[config.mk]
export PLATFORM = sky130hd
export DESIGN_NAME = dbus_mbox
export DESIGN_NICKNAME = d
export VERILOG_FILES = /design/src/rtl/dbus_mbox.sv
export SDC_FILE = /design/constraint.sdc
export NUM_CORES = 1
export LEC_CHECK = 0
export ABC_AREA = 1
export CAP_MARGIN = 20
export CORE_MARGIN = 10
export CORE_UTILIZATION = 35
export DETAILED_ROUTE_END_ITERATION = 12
export GPL_TIMING_DRIVEN = 0
export HOLD_SLACK_MARGIN = 0.12
export MAX_ROUTING_LAYER = met4
export SYNTH_ARGS = -nofsm -noshare
export SYNTH_HDL_FRONTEND = slang
export SYNTH_SLANG_ARGS = --single-unit
export TNS_END_PERCENT = 50
[constraint.sdc]
create_clock -name clk_i -period 10.3 [get_ports clk_i]
set_clock_uncertainty 0.1 [all_clocks]
set_input_delay 2.06 -clock clk_i [delete_from_list [all_inputs] [get_ports clk_i]]
set_output_delay 2.06 -clock clk_i [all_outputs]
set_load 0.02 [all_outputs]
[src/rtl/dbus_mbox.sv]
`default_nettype none
// +--------------------------------------------------------------------------+
// | dbus_mbox : per-core receive FIFOs fed by round-robin arbitrated pushes  |
// | Revision  : 1.0                                                          |
// +--------------------------------------------------------------------------+
module dbus_mbox #(
    parameter int NCORES = 2,
    parameter int DEPTH  = 8,
    parameter int ADDRW  = 6
) (
    input  logic                    clk_i,
    input  logic                    rst_i,
    input  logic [NCORES-1:0]       re_packed_i,
    input  logic [NCORES-1:0]       we_packed_i,
    input  logic [ADDRW*NCORES-1:0] addr_packed_i,
    input  logic [32*NCORES-1:0]    wdata_packed_i,
    output logic [32*NCORES-1:0]    rdata_packed_o,
    output logic [NCORES-1:0]       stall_packed_o
);

    localparam int c_AW = $clog2(DEPTH);
    localparam int c_CW = c_AW + 1;
    localparam int c_PW = (NCORES > 1) ? $clog2(NCORES) : 1;
    localparam logic [c_CW-1:0] c_FULL = c_CW'(DEPTH);
    localparam logic [c_CW-1:0] c_ONE  = c_CW'(1);

    logic [3:0]        w_word      [NCORES];
    logic [NCORES-1:0] w_rd;
    logic [NCORES-1:0] w_clr;
    logic [NCORES-1:0] w_pop;
    logic [NCORES-1:0] w_req       [NCORES];
    logic [NCORES-1:0] w_gnt_vld;
    logic [c_PW-1:0]   w_gnt_id    [NCORES];
    logic [c_PW-1:0]   w_rr_nxt    [NCORES];
    logic [c_PW-1:0]   w_rr        [NCORES];
    logic [c_CW-1:0]   w_cnt       [NCORES];
    logic [31:0]       w_push_data [NCORES];
    logic [NCORES-1:0] w_push_ok;
    logic [NCORES-1:0] w_drop;
    logic [NCORES-1:0] w_stall;
    logic              w_unused_addr;

    // Byte-lane bits of the offset carry no meaning here.
    assign w_unused_addr = ^addr_packed_i;

    always_comb begin : p_decode
        for (int k = 0; k < NCORES; k++) begin
            w_word[k] = addr_packed_i[ADDRW*k+2 +: 4];
            w_rd[k]   = ~rst_i & re_packed_i[k] & ~we_packed_i[k];
            w_clr[k]  = ~rst_i & we_packed_i[k] & (w_word[k] == 4'd1)
                        & wdata_packed_i[32*k+31];
            w_pop[k]  = w_rd[k] & (w_word[k] == 4'd0) & (w_cnt[k] != '0);
        end
        for (int d = 0; d < NCORES; d++) begin
            for (int k = 0; k < NCORES; k++) begin
                w_req[d][k] = ~rst_i & we_packed_i[k] & w_word[k][3]
                              & (int'(w_word[k][2:0]) == d);
            end
        end
    end

    // Pointer names the core with highest priority for the next contest.
    always_comb begin : p_arb
        int  c;
        int  nx;
        logic found;
        c       = 0;
        nx      = 0;
        found   = 1'b0;
        w_stall = '0;
        for (int d = 0; d < NCORES; d++) begin
            found        = 1'b0;
            w_gnt_vld[d] = 1'b0;
            w_gnt_id[d]  = '0;
            for (int i = 0; i < NCORES; i++) begin
                c = int'(w_rr[d]) + i;
                if (c >= NCORES) begin
                    c = c - NCORES;
                end
                if (!found && w_req[d][c]) begin
                    found       = 1'b1;
                    w_gnt_id[d] = c_PW'(c);
                end
            end
            w_gnt_vld[d] = found;
            nx = int'(w_gnt_id[d]) + 1;
            if (nx >= NCORES) begin
                nx = 0;
            end
            w_rr_nxt[d]    = c_PW'(nx);
            w_push_data[d] = wdata_packed_i[32*int'(w_gnt_id[d]) +: 32];
            w_push_ok[d]   = found & ((w_cnt[d] != c_FULL) | w_pop[d]);
            w_drop[d]      = found & ~((w_cnt[d] != c_FULL) | w_pop[d]);
            for (int k = 0; k < NCORES; k++) begin
                if (w_req[d][k] && (w_gnt_id[d] != c_PW'(k))) begin
                    w_stall[k] = 1'b1;
                end
            end
        end
    end

    assign stall_packed_o = w_stall;

    for (genvar k = 0; k < NCORES; k++) begin : g_core
        logic [31:0]     r_mem [DEPTH];
        logic [c_AW-1:0] r_rptr;
        logic [c_AW-1:0] r_wptr;
        logic [c_CW-1:0] r_cnt;
        logic            r_ovf;
        logic [c_PW-1:0] r_rr;
        logic [31:0]     r_rdata;
        logic [31:0]     w_status;

        assign w_status = {r_ovf, 15'b0, 16'(r_cnt)};

        always_ff @(posedge clk_i or posedge rst_i) begin
            if (rst_i) begin
                r_rptr  <= '0;
                r_wptr  <= '0;
                r_cnt   <= '0;
                r_ovf   <= 1'b0;
                r_rr    <= '0;
                r_rdata <= '0;
            end else begin
                if (w_push_ok[k]) begin
                    r_wptr <= r_wptr + 1'b1;
                end
                if (w_pop[k]) begin
                    r_rptr <= r_rptr + 1'b1;
                end
                if (w_push_ok[k] && !w_pop[k]) begin
                    r_cnt <= r_cnt + c_ONE;
                end else if (!w_push_ok[k] && w_pop[k]) begin
                    r_cnt <= r_cnt - c_ONE;
                end
                // A drop in the same cycle as a clear keeps the flag set.
                if (w_drop[k]) begin
                    r_ovf <= 1'b1;
                end else if (w_clr[k]) begin
                    r_ovf <= 1'b0;
                end
                if (w_gnt_vld[k]) begin
                    r_rr <= w_rr_nxt[k];
                end
                if (w_rd[k]) begin
                    case (w_word[k])
                        4'd0:    r_rdata <= w_pop[k] ? r_mem[r_rptr] : 32'd0;
                        4'd1:    r_rdata <= w_status;
                        default: r_rdata <= 32'd0;
                    endcase
                end
            end
        end

        always_ff @(posedge clk_i) begin
            if (w_push_ok[k]) begin
                r_mem[r_wptr] <= w_push_data[k];
            end
        end

        assign w_cnt[k]                  = r_cnt;
        assign w_rr[k]                   = r_rr;
        assign rdata_packed_o[32*k +: 32] = r_rdata;
    end

endmodule
`default_nettype wire

==> impl_summary.md <==
Hold path
The critical hold path startpoint is g_core[0].r_rdata[3]$_DFFE_PP0N_. The cell count of the worst hold path is 2. The tightest min-delay check is of the flip-flop to flip-flop type.

The terminating pin of the worst hold path is g_core[0].r_rdata[3]$_DFFE_PP0N_.

Clocking
The clock tree from TritonCTS is yes. The number of hold buffers added after CTS was 0. The later-pin clock latency in the skew report is ~0.65 ns. The total of cells resized after clock tree synthesis is 0.

The H-tree depth is 2. TritonCTS created 61 clock buffers. The number of setup buffers added after CTS is 0. The clock passes through at most 3 buffers. The clock-pin slew of the registers on the worst-case setup and hold paths is 0.06 ns. Clock tree synthesis found a total of 600 sinks. The clock root buffer is sky130_fd_sc_hd__clkbuf_16.

Floorplanning
The die is roughly 290 um wide. The initial utilization of the core area, before any placement, comes to about a third. The floorplan step defined a core boundary enclosing approximately 70000 sq um. The number of top-level design ports is between 100 and 150.

The die height is around 290 um. The floorplan has 97 rows. The floorplan die area is between 80000 and 90000 sq um.

STA
The clock period minus worst slack is 6.748 ns. The maximum operating frequency is 0.1482 GHz. Of the available clock period, the critical path in the final layout requires 65.51%. The final-report setup violation count is 0. Setup repair after global routing left no endpoint under its margin. For the pin with the worst max-slew slack, the measured transition is 1.131 ns. The max-slew violation count is 0. The number of hold violations in the final report is 0.

The worst slew margin relative to its limit is 23.81%.

Setup path
The worst setup path is launched from an input port. The capture instance of the worst register-to-register path is g_core[1].r_cnt[3]$_DFFE_PP0P_. The critical-path maximum fanout is 27.

By startpoint and endpoint, the worst setup path is classified as input port to primary output. In this run the register-to-register setup slack is around 7.4 ns. The required arrival time at the worst endpoint is between 8 and 9 ns. The worst reg2reg path depth is 15. Data on the critical path arrives at its endpoint at roughly 4.6 ns. The worst register-to-register path begins at g_core[1].r_cnt[0]$_DFFE_PP0P_. The worst setup path is captured at a primary output.

Synthesis
Sequential elements use a little under three quarters of the synthesized area. By area, the combinational part of the netlist is dominated by simple AND/OR/NAND/NOR gates. The share of Yosys cell area claimed by the top area cell type is 62.30%. The cell type with the largest total area after synthesis is sky130_fd_sc_hd__edfxtp_1.

The gate count after technology mapping is 2141. The flip-flop and latch count after synthesis is 600. The number of different library cells in the post-synthesis netlist is 31.

Yosys printed 0 warnings. The synthesized netlist net count is 2235. The mux cell area share after synthesis is 0%. After Yosys synthesis, full adders, half adders and majority gates account for 0.6692% of the synthesized area. Summing the areas of all compound-gate instances in the mapped netlist gives 8.821% of the synthesized area.

The simple logic cell fraction of the synthesized area is about 15%. The average instance in the mapped netlist occupies 11.53 sq um. The xor and xnor fraction of the mapped netlist area is 0.3904%. The post-synthesis instance area is 24680 sq um. By area the synthesized netlist is led by sky130_fd_sc_hd__edfxtp_1, sky130_fd_sc_hd__dfrtp_1, sky130_fd_sc_hd__nand2_1.

Global route
The total global routing track utilization is 18.33%. The first global-routing pass estimated around 110 mm of wire. The number of global-route vias before repair is roughly 17000. The largest net degree at the start of global routing is 67.

The total overflow reported by the global router is 0. The number of antenna violations at the first check in global routing came to 2.

Route
The highest metal layer carrying signal wires in the routed design is met4. Before antenna repair, the detailed router went through 7 iterations. The total DRC errors in the routed layout is 0.

The via count is 17332. The post-detailed-route count of antenna-violating nets is 0. The total routed wirelength is 74.48 mm. The detailed-route wire length on metal 1 is around 29 mm.

The average detailed-routed wire length per instance is ~22 um. The routed length on met2 is ~37 mm. In the routed layout, each cell is associated on average with a via count of ~5.1. Wire segments on met3 add up to 6.253 mm in the final route.

For this block, the initial DRC count from the detailed router was 1668.

Layout
Once layout is done, the placed cells without fillers occupy approximately 30000 sq um. The layout-stage area growth over the synthesis result is 22.22%. In the final layout, the share of cells above drive strength 1 is a little under an eighth.

The filler cells instantiated in the layout total 6468. The number of nets in the layout is 2515.

Pwr
The total power of the final layout is 6.312 mW. The power per cell area is 209.2 nW/um^2. The maximum vdd ir drop is 0.1484 mV.

The total leakage power is 11.17 nW.

Place
At the end of routability-driven placement, the weighted congestion stood at 0.8613. The number of port buffers is approximately 140. The instance area at placement is 28050 sq um.

The HPWL reported at the end of detailed placement is 53.35 mm.

Job
The count of maximum capacitance violations is 0.

Status
The flow ran to the end, and the final reports show no timing, DRC or antenna violations.
## Yosys cell counts
library cell and count:
sky130_fd_sc_hd__clkbuf_1 55, sky130_fd_sc_hd__o211ai_1 2, sky130_fd_sc_hd__buf_6 15, sky130_fd_sc_hd__nand3_1 166, sky130_fd_sc_hd__nand2_4 2, sky130_fd_sc_hd__nor2_1 190, sky130_fd_sc_hd__o21ai_2 20, sky130_fd_sc_hd__nand2_2 3
sky130_fd_sc_hd__o21ai_0 258, sky130_fd_sc_hd__nor3_4 2, sky130_fd_sc_hd__nor3_1 13, sky130_fd_sc_hd__inv_2 2, sky130_fd_sc_hd__inv_1 73, sky130_fd_sc_hd__nand2_1 512, sky130_fd_sc_hd__nor2_4 1, sky130_fd_sc_hd__xor2_1 6
sky130_fd_sc_hd__ha_1 10, sky130_fd_sc_hd__edfxtp_1 512, sky130_fd_sc_hd__nor4_1 6, sky130_fd_sc_hd__o21ai_1 79, sky130_fd_sc_hd__nor2_2 1, sky130_fd_sc_hd__nand4_1 1, sky130_fd_sc_hd__buf_4 10, sky130_fd_sc_hd__dfrtp_1 88
sky130_fd_sc_hd__a21oi_1 60, sky130_fd_sc_hd__nor2_8 2, sky130_fd_sc_hd__buf_2 36, sky130_fd_sc_hd__fa_1 2, sky130_fd_sc_hd__xnor2_1 5, sky130_fd_sc_hd__nand3_2 2, sky130_fd_sc_hd__buf_1 7
## layer usage
metal | up-vias | GRT usage, %
li1 | 8041 | -
met4 | 0 | 5.224
met2 | 682 | 30.94
met1 | 8505 | 22.42
met3 | 104 | 3.132
met5 | - | -
## sequential cells by signal, summed over array words and instances, names as in the netlist
register / cells
g_core.r_wptr: 6
g_core.r_rr: 2
g_core.r_mem: 512
g_core.r_rdata: 64
g_core.r_ovf: 2
g_core.r_cnt: 8
g_core.r_rptr: 6
## worst max-delay path: stages
cell and delay (ns):
sky130_fd_sc_hd__clkdlybuf4s50_1 0.60, sky130_fd_sc_hd__inv_6 0.33, sky130_fd_sc_hd__nand3_2 0.15, sky130_fd_sc_hd__inv_1 0.07
sky130_fd_sc_hd__nand2_1 0.09, sky130_fd_sc_hd__inv_1 0.09, sky130_fd_sc_hd__nand2_2 0.07, sky130_fd_sc_hd__buf_6 0.16
sky130_fd_sc_hd__buf_6 0.17, sky130_fd_sc_hd__o21ai_1 0.14, sky130_fd_sc_hd__clkdlybuf4s50_1 0.64
## final cells by class
class | instances | area [sq um] | area share, %
clock buffers | 82 | 1665 | 5.521
inverters | 75 | 286.5 | 0.9499
multi-input cells | 1343 | 6252 | 20.73
diodes | 2 | 5.005 | 0.01659
plain buffers | 123 | 656.9 | 2.178
flip-flops and latches | 600 | 17580 | 58.27
repair buffers | 217 | 2150 | 7.126
clock inverters | 33 | 395.4 | 1.311
well taps | 940 | 1176 | 3.899
## cell usage in the layout (no fill, tap or decap), drive strengths merged
cell           count
fa                 2
edfxtp           512
o211ai             2
nor2             194
inv               76
clkinvlp           3
nand2            517
nand4              1
nand3            168
dfrtp             88
o21ai            357
ha                10
bufinv             7
diode              2
nor4               6
clkbuf           143
xnor2              5
buf              136
xor2               6
clkdlybuf4s50    143
nor3              15
a21oi             60
clkinv            22
## per-stage QoR
step	std cells	hold slack [ns]	setup TNS (ns)	setup slack (ns)	util [%]
6_report	3415	0.3788	0	3.552	43.07
5_1_grt	3415	0.4155	0	3.415	43.07
4_1_cts	3407	0.3818	0	3.512	43.00
3_5_place_dp	3292	0.3645	0	3.525	40.06
3_3_place_gp	3224	0.3657	-436.34	-2.068	38.97
2_1_floorplan	2141	0.3427	0	2.891	-
## report_power, final
group | switching [mW] | internal, mW | total, mW
combinational | 0.895 | 0.372 | 1.27
clock | 0.952 | 1.31 | 2.27
sequential | 0.0665 | 2.71 | 2.78
total | 1.91 | 4.40 | 6.31
## worst max-delay path by stage
stage / from / to / slack [ns] / cells past startpoint
floorplan: rst_i / g_core[0].r_mem[3][0]$_DFFE_PP_ / 2.89 / 7
global placement: rst_i / g_core[0].r_mem[4][12]$_DFFE_PP_ / -2.07 / 8
finish: rst_i / stall_packed_o[0] / 3.55 / 11
global route: rst_i / stall_packed_o[0] / 3.42 / 11
detailed placement: rst_i / stall_packed_o[0] / 3.52 / 11
CTS: rst_i / stall_packed_o[0] / 3.51 / 11
## cell families (layout without fill, tap and decap cells)
family | Yosys count | in the layout
AO/OA/AOI/OAI | 419 | 419
XOR/XNOR | 11 | 11
adder cells (fa/ha/maj) | 12 | 12
buffers and inverters | 198 | 530
flip-flops | 600 | 600
other | 0 | 2
AND/OR/NAND/NOR | 901 | 901
No activity file was read; power rests on OpenSTA's default activity.
